--- src/rtl/if_stage_pkg.sv ---
// if_stage_pkg
//   Shared definitions for the instruction-fetch stage: word width, the
//   fetch-state encoding and the default bubble instruction.
package if_stage_pkg;

  localparam int WORD_W = 16;

  typedef logic [WORD_W-1:0] word_t;

  // REQ: request on the bus, waiting for a grant.
  // WAIT: request accepted, waiting for the returned word.
  typedef enum logic {
    REQ  = 1'b0,
    WAIT = 1'b1
  } fetch_state_t;

  localparam word_t NOP_INSTR = 16'h0800;

endpackage

--- src/rtl/if_skid_buffer.sv ---
// if_skid_buffer
//   One-entry holding register for a fetched word that arrives while the
//   IF/ID register is frozen.
//   Ports:
//     clk, rst        clock, synchronous active-high reset (valid flag only)
//     wr              capture wr_data/wr_pc and mark the entry valid
//     rd              entry consumed by the IF/ID register
//     clr             drop the entry (redirect)
//     wr_data, wr_pc  word and its PC to capture
//     valid           entry holds a word
//     data, pc        stored word and its PC
module if_skid_buffer
  import if_stage_pkg::*;
(
  input  logic        clk,
  input  logic        rst,
  input  logic        wr,
  input  logic        rd,
  input  logic        clr,
  input  logic [15:0] wr_data,
  input  logic [15:0] wr_pc,
  output logic        valid,
  output logic [15:0] data,
  output logic [15:0] pc
);

  word_t data_p0;
  word_t pc_p0;
  logic  vld_p0;

  always_ff @(posedge clk) begin
    if (rst || clr) begin
      vld_p0 <= 1'b0;
    end else if (wr) begin
      vld_p0 <= 1'b1;
    end else if (rd) begin
      vld_p0 <= 1'b0;
    end
  end

  // Payload carries no reset; the valid flag alone qualifies it.
  always_ff @(posedge clk) begin
    if (wr) begin
      data_p0 <= wr_data;
      pc_p0   <= wr_pc;
    end
  end

  assign valid = vld_p0;
  assign data  = data_p0;
  assign pc    = pc_p0;

endmodule

--- src/rtl/if_stage.sv ---
// if_stage
//   Instruction-fetch stage with a single outstanding request to a shared
//   RAM, a one-entry skid buffer for words returned during a stall, and the
//   IF/ID pipeline register.
//   Ports:
//     CLK, RST                    clock, synchronous active-high reset
//     freeze                      hazard stall, holds the IF/ID register
//     flush                       taken branch/jump, next IF/ID load is a bubble
//     redirectValid, redirectPC   new fetch target
//     memReq, memAddr             fetch request and address
//     memGnt                      request accepted this cycle
//     memRdy, memData             returned word
//     PCOut, instrOut, validOut   IF/ID register contents
module if_stage
  import if_stage_pkg::*;
#(
  parameter logic [15:0] RESET_PC  = 16'h0000,
  parameter logic [15:0] NOP_INSTR = if_stage_pkg::NOP_INSTR
) (
  input  logic        CLK,
  input  logic        RST,
  input  logic        freeze,
  input  logic        flush,
  input  logic        redirectValid,
  input  logic [15:0] redirectPC,
  output logic        memReq,
  output logic [15:0] memAddr,
  input  logic        memGnt,
  input  logic        memRdy,
  input  logic [15:0] memData,
  output logic [15:0] PCOut,
  output logic [15:0] instrOut,
  output logic        validOut
);

  fetch_state_t state;
  fetch_state_t state_next;

  word_t pc;
  word_t fetch_pc;
  word_t ret_pc;
  logic  discard;

  logic  buf_valid;
  word_t buf_data;
  word_t buf_pc;

  logic  accept;
  logic  rdy_wait;
  logic  live_rdy;
  logic  buf_wr;
  logic  buf_rd;

  always_comb begin
    memReq   = (state == REQ) && !buf_valid && !RST;
    memAddr  = pc;
    // A redirect in the same cycle overrides the grant.
    accept   = memReq && memGnt && !redirectValid;
    rdy_wait = (state == WAIT) && memRdy;
    // A return coinciding with a redirect is already stale.
    live_rdy = rdy_wait && !discard && !redirectValid;
    buf_wr   = freeze && live_rdy;
    buf_rd   = !freeze && !flush && buf_valid;
    // Returned words are tagged with the address after the fetched one.
    ret_pc   = fetch_pc + 16'd1;
  end

  always_comb begin
    state_next = state;
    case (state)
      REQ:     if (accept) state_next = WAIT;
      WAIT:    if (memRdy) state_next = REQ;
      default: state_next = REQ;
    endcase
  end

  always_ff @(posedge CLK) begin
    if (RST) begin
      state <= REQ;
    end else begin
      state <= state_next;
    end
  end

  always_ff @(posedge CLK) begin
    if (RST) begin
      pc <= RESET_PC;
    end else if (redirectValid) begin
      pc <= redirectPC;
    end else if (accept) begin
      pc <= pc + 16'd1;
    end
  end

  always_ff @(posedge CLK) begin
    if (accept) begin
      fetch_pc <= pc;
    end
  end

  // discard marks the in-flight return as belonging to the old path.
  always_ff @(posedge CLK) begin
    if (RST) begin
      discard <= 1'b0;
    end else if (rdy_wait) begin
      discard <= 1'b0;
    end else if (redirectValid && (state == WAIT)) begin
      discard <= 1'b1;
    end
  end

  if_skid_buffer u_skid (
    .clk     (CLK),
    .rst     (RST),
    .wr      (buf_wr),
    .rd      (buf_rd),
    .clr     (redirectValid),
    .wr_data (memData),
    .wr_pc   (ret_pc),
    .valid   (buf_valid),
    .data    (buf_data),
    .pc      (buf_pc)
  );

  // ---- IF/ID register boundary ----
  always_ff @(posedge CLK) begin
    if (RST) begin
      PCOut    <= 16'h0000;
      instrOut <= NOP_INSTR;
      validOut <= 1'b0;
    end else if (!freeze) begin
      if (flush) begin
        instrOut <= NOP_INSTR;
        validOut <= 1'b0;
      end else if (buf_valid) begin
        PCOut    <= buf_pc;
        instrOut <= buf_data;
        validOut <= 1'b1;
      end else if (live_rdy) begin
        PCOut    <= ret_pc;
        instrOut <= memData;
        validOut <= 1'b1;
      end else begin
        instrOut <= NOP_INSTR;
        validOut <= 1'b0;
      end
    end
  end

endmodule

--- config.mk ---
export PLATFORM = sky130hd
export DESIGN_NAME = if_stage
export DESIGN_NICKNAME = d
export VERILOG_FILES = /design/src/rtl/if_stage_pkg.sv /design/src/rtl/if_skid_buffer.sv /design/src/rtl/if_stage.sv
export SDC_FILE = /design/constraint.sdc
export NUM_CORES = 1
export LEC_CHECK = 0
export ABC_CLOCK_PERIOD_IN_PS = 3900
export CAP_MARGIN = 20
export CORE_MARGIN = 2
export CORE_UTILIZATION = 55
export CTS_CLUSTER_SIZE = 16
export DETAILED_ROUTE_END_ITERATION = 10
export GPL_TIMING_DRIVEN = 0
export PLACE_DENSITY = 0.85
export SLEW_MARGIN = 20
export SYNTH_ARGS = -nofsm -noshare
export SYNTH_HDL_FRONTEND = slang
export SYNTH_SLANG_ARGS = --single-unit
--- constraint.sdc ---
create_clock -name CLK -period 3.9 [get_ports CLK]
set_input_delay 1.17 -clock CLK [delete_from_list [all_inputs] [get_ports CLK]]
set_output_delay 1.17 -clock CLK [all_outputs]
set_load 0.01 [all_outputs]
# Word level (Yosys, flattened, before mapping)
# Cells that the tools add are included.
# word_totals
output_inout_bits	50
elab_cells	53
ff_bits	100
in_bits	39
# op_classes
n_addsub	2
bitwise	3
reduce_logical	23
n_mux	15
# ops
op	n
$mux 16	7
$add 16x1->16 const B	2
$logic_and 1x1->1	11
$mux 1	7
$logic_not 1->1	6
$reduce_bool 2->1	3
$not 1->1	3
$reduce_and 3->1	1
$pmux 1 s2	1
$reduce_or 2->1	1
$logic_or 1x1->1	1

# Depth between registers and ports, before layout
# Gate-level depths: netlist of the first run.
# depth
depth_word	7
ltp_mapped	8
depth_no_buf	5

# Hierarchy
# A second synthesis of the first run with hierarchy kept.
# hier_totals
hier_cells	372
hier_area_um2	4176.5
# modules_own_cells
module	n_inst	cells_per_inst	area_per_inst_um2	seq_area_each_um2
if_stage	1	336	3170.5	1501.4
if_skid_buffer	1	36	1006.0	980.9

# Worst setup path after synthesis of the first run
# OpenSTA, ideal clock, no wires.
# synth_path
kind	input -> output
from	in RST
to	out memReq
cell_stages	4
arrival_time_ns	2.129
required_ns	2.730
path_buffers	3
setup_slack_ns	0.601
path_cell_list	clkbuf_1 clkbuf_1 buf_1 nor3_1
# synth_between
elab_chain_cells	2
# synth_rtl
item	line_no	source
start: declaration	if_stage.sv:21	input logic RST,
$logic_not 1->1	if_stage.sv:55	memReq = (state == REQ) && !buf_valid && !RST;
$logic_and 1x1->1	if_stage.sv:55	
end: declaration	if_stage.sv:26	output logic memReq,
# Every way passes these cells.

# Final worst setup path of the first run
# Same ends and word-level chain as after synthesis.

==> impl_metrics.csv, run 1 <==
group,metric,value,unit
clock_tree,insertion_delay,360,ps
timing,finalCritPeriodShare,0.942,
setup_path,crit_family,"buffers and inverters",
synth,syn-cell-area,4300,um2
finish,diodes,0,
setup_path,path_cells,"dlygate4sd2_1, clkbuf_8, clkbuf_4, buf_4, nor3_1, dlygate4sd2_1",
setup_path,critical_path_buf_inv_count,5,
min_path,min_to,"PCOut[2]",
timing,relSlewSlack,0.462,
job,max_cap_violations,0,
timing,skew,9.10,ps
placed_design,place_area,5330,um2
timing,holdWs,461,ps
synth,syn-instance-count,402,
power_and_ir_drop,p_leak,1.80,nW
power_and_ir_drop,p_per_area,362,nW/um2
finish,finalNetCount,542,
setup_path,critPathKind,"in -> out",
timing,max_freq,272,MHz
finish,final_common_cell,"clkdlybuf4s50_1",
routing,ant_nets,0,
synth,ys_seq_area_frac,0.577,
clock_tree,cts_tree,"built",
die,coreArea,7650,um2
die,io_pins,89,
setup_path,rr_endpoint,"instrOut[9]",
setup_path,worst_setup_path_end_kind,"output pin",
global_routing,gr-total-overflow,0,
global_routing,antenna_found_initial,0,
routing,viasPerCell,5.76,
timing,report.final.hold_viol_count,0,
timing,tightest_slew,802,ps
synth,yosys_warnings,0,
clock_tree,cts_sinks,100,
setup_path,cp.required,2730,ps
min_path,hold_class,"reg -> reg",
placed_design,gp_congestion,0.835,
clock_tree,cts_made_buffers,9,
setup_path,critPathMaxFanout,10,
routing,vias,3503,
setup_path,reg2reg_depth,7,
placed_design,port_buffers,87,
setup_path,arrival,2500,ps
setup_path,start_kind,"input port",
setup_path,cpMaxStageDelayCell,"dlygate4sd2_1",
min_path,holdPathStages,2,
setup_path,max_stage_delay,310,ps
clock_tree,cts-root-buf,"clkbuf_8",
finish,drive_gt1_frac,0.0850,
synth,ys_seq_elements,100,
routing,drt_iter0_drc,222,
clock_tree,post_cts_buffers,0,
power_and_ir_drop,ir_worst_vdd,0.000217,V
routing,drcViolationCount,0,
synth,ys.flop_type,"dfxtp_1",
timing,grt_setup_unrepaired,"false",
synth,avgSynthCellArea,10.7,um2
finish,mostFrequentLayoutCells,"clkdlybuf4s50_1 (85), nand2_1 (53), dfxtp_1 (52), edfxtp_1 (48), a21oi_1 (23)",
die,dieArea,8540,um2
clock_tree,max-clock-path-buffers,2,
die,die_h,92.4,um
die,die_w,92.4,um
finish,final_area,5550,um2
min_path,hold_path.startpoint,"PCOut[2]",
placed_design,post-dp-hpwl,7240,um
global_routing,grt_usage,0.246,
die,row_count,32,
clock_tree,h-tree-depth,3,
global_routing,grt_pass1_wl,16500,um
die,start_util,0.562,
synth,async_flop_share,0,
finish,syn_to_final_growth,29.1,%
run_status,status,"finished clean",
finish,fin_util,0.726,
timing,setup_viol_count_final,0,
synth,syn_nets,443,
synth,ys_types,46,
synth,synth_edf_count,48,
global_routing,grt_max_degree,23,
routing,routedWlPerCell,16.5,um
routing,drtPass1Iterations,4,
routing,wl,10000,um
timing,finalWorstPathRequiredPeriod,3670,ps
clock_tree,path_clk_slew,90,ps
timing,report.final.slew_viol_count,0,
power_and_ir_drop,total_power,0.00201,W
global_routing,grt_pass1_vias,3428,
setup_path,r2r_slack,1440,ps
setup_path,reg2reg_from,"state",
setup_path,cp_common_cell,"dlygate4sd2_1",
-- sequential cells by signal, indices dropped and copies added, names as in the netlist --
| signal | flops |
|---|---|
| u_skid.pc | 16 |
| validOut | 1 |
| discard | 1 |
| PCOut | 16 |
| memAddr | 16 |
| u_skid.valid | 1 |
| u_skid.data | 16 |
| instrOut | 16 |
| fetch_pc | 16 |
| state | 1 |
-- cell usage after synthesis (9+ instances only) --
library cell	count	area (um2)
nand2_1	53	199
dfxtp_1	52	1040
edfxtp_1	48	1440
a21oi_1	23	115
nor2_1	22	82.6
clkbuf_1	21	78.8
nor3_1	21	105
mux2_2	16	180
a211oi_1	14	105
xor2_1	12	105
nand3_1	10	50.1
inv_1	9	33.8
-- cell type report --
cell class	count	area, um2
clock inverters	5	76.3
multi-input cells	267	1690
clock buffers	11	131
well taps	102	128
repair buffers	88	896
flip-flops and latches	100	2480
fillers	522	2090
inverters	9	33.8
plain buffers	26	116
-- where the power goes --
group          switching, W  internal [W]  total, W
Clock              0.000334      0.000359  0.000693
Combinational     0.0000773     0.0000902  0.000168
Sequential        0.0000269       0.00112   0.00115
-- worst max-delay path by stage --
stage	startpoint	end	slack, ps	cells past startpoint
final	RST	memReq	230	6
after global routing	RST	memReq	130	6
after CTS	RST	memReq	200	6
after detailed placement	RST	memReq	-900	6
after global placement	RST	memReq	-900	6
after floorplan	RST	memReq	600	4
-- layer usage --
layer,wire [um],vias to the layer above,global-route usage
met5,0,-,0
met4,186,0,0.0983
met2,4830,123,0.400
li1,-,1676,-
met1,4430,1689,0.321
met3,585,15,0.0561
-- tightest hold or removal path: cells and delay by family (launching register included) --
kind,cells,cell delay [ps]
compound gates,1,50
simple gates,1,50
flops,1,320
-- cells by family (layout without fill, tap and decap cells) --
group | count (synthesis) | count (layout) | share of synthesized area
muxes | 17 | 17 | 0.0442
DFF | 100 | 100 | 0.577
adders and majority gates | 2 | 2 | 0.00582
and+or+nand+nor | 158 | 158 | 0.189
xor gates and xnor gates | 19 | 19 | 0.0387
buffers and inverters | 35 | 139 | 0.0308
AOI/OAI and AO/OA | 71 | 71 | 0.114
-- per-stage QoR --
stage | std cells | setup TNS [ps] | worst slack, ps
after floorplan | 402 | 0 | 601
after global placement | 591 | -5190 | -904
after detailed placement | 592 | -897 | -897
after CTS | 608 | 0 | 201
after global routing | 608 | 0 | 128
final | 608 | 0 | 226
-- timing repair --
| item | 4_1_cts | 5_1_grt |
|---|---|---|
| setup endpoints to repair | 1 | 0 |
| resized for setup | 9 | 0 |
| hold buffers | 0 | 0 |
No activity file was read; power rests on OpenSTA's default activity.
==> run 2: changes to the inputs <==
--- a/config.mk
+++ b/config.mk
@@ -5,7 +5,6 @@
 export SDC_FILE = /design/constraint.sdc
 export NUM_CORES = 1
 export LEC_CHECK = 0
-export ABC_CLOCK_PERIOD_IN_PS = 3900
 export CAP_MARGIN = 20
 export CORE_MARGIN = 2
 export CORE_UTILIZATION = 55
==> results of run 2 <==
Same layout as run 1: the final DEF is identical, and so are final timing and power.
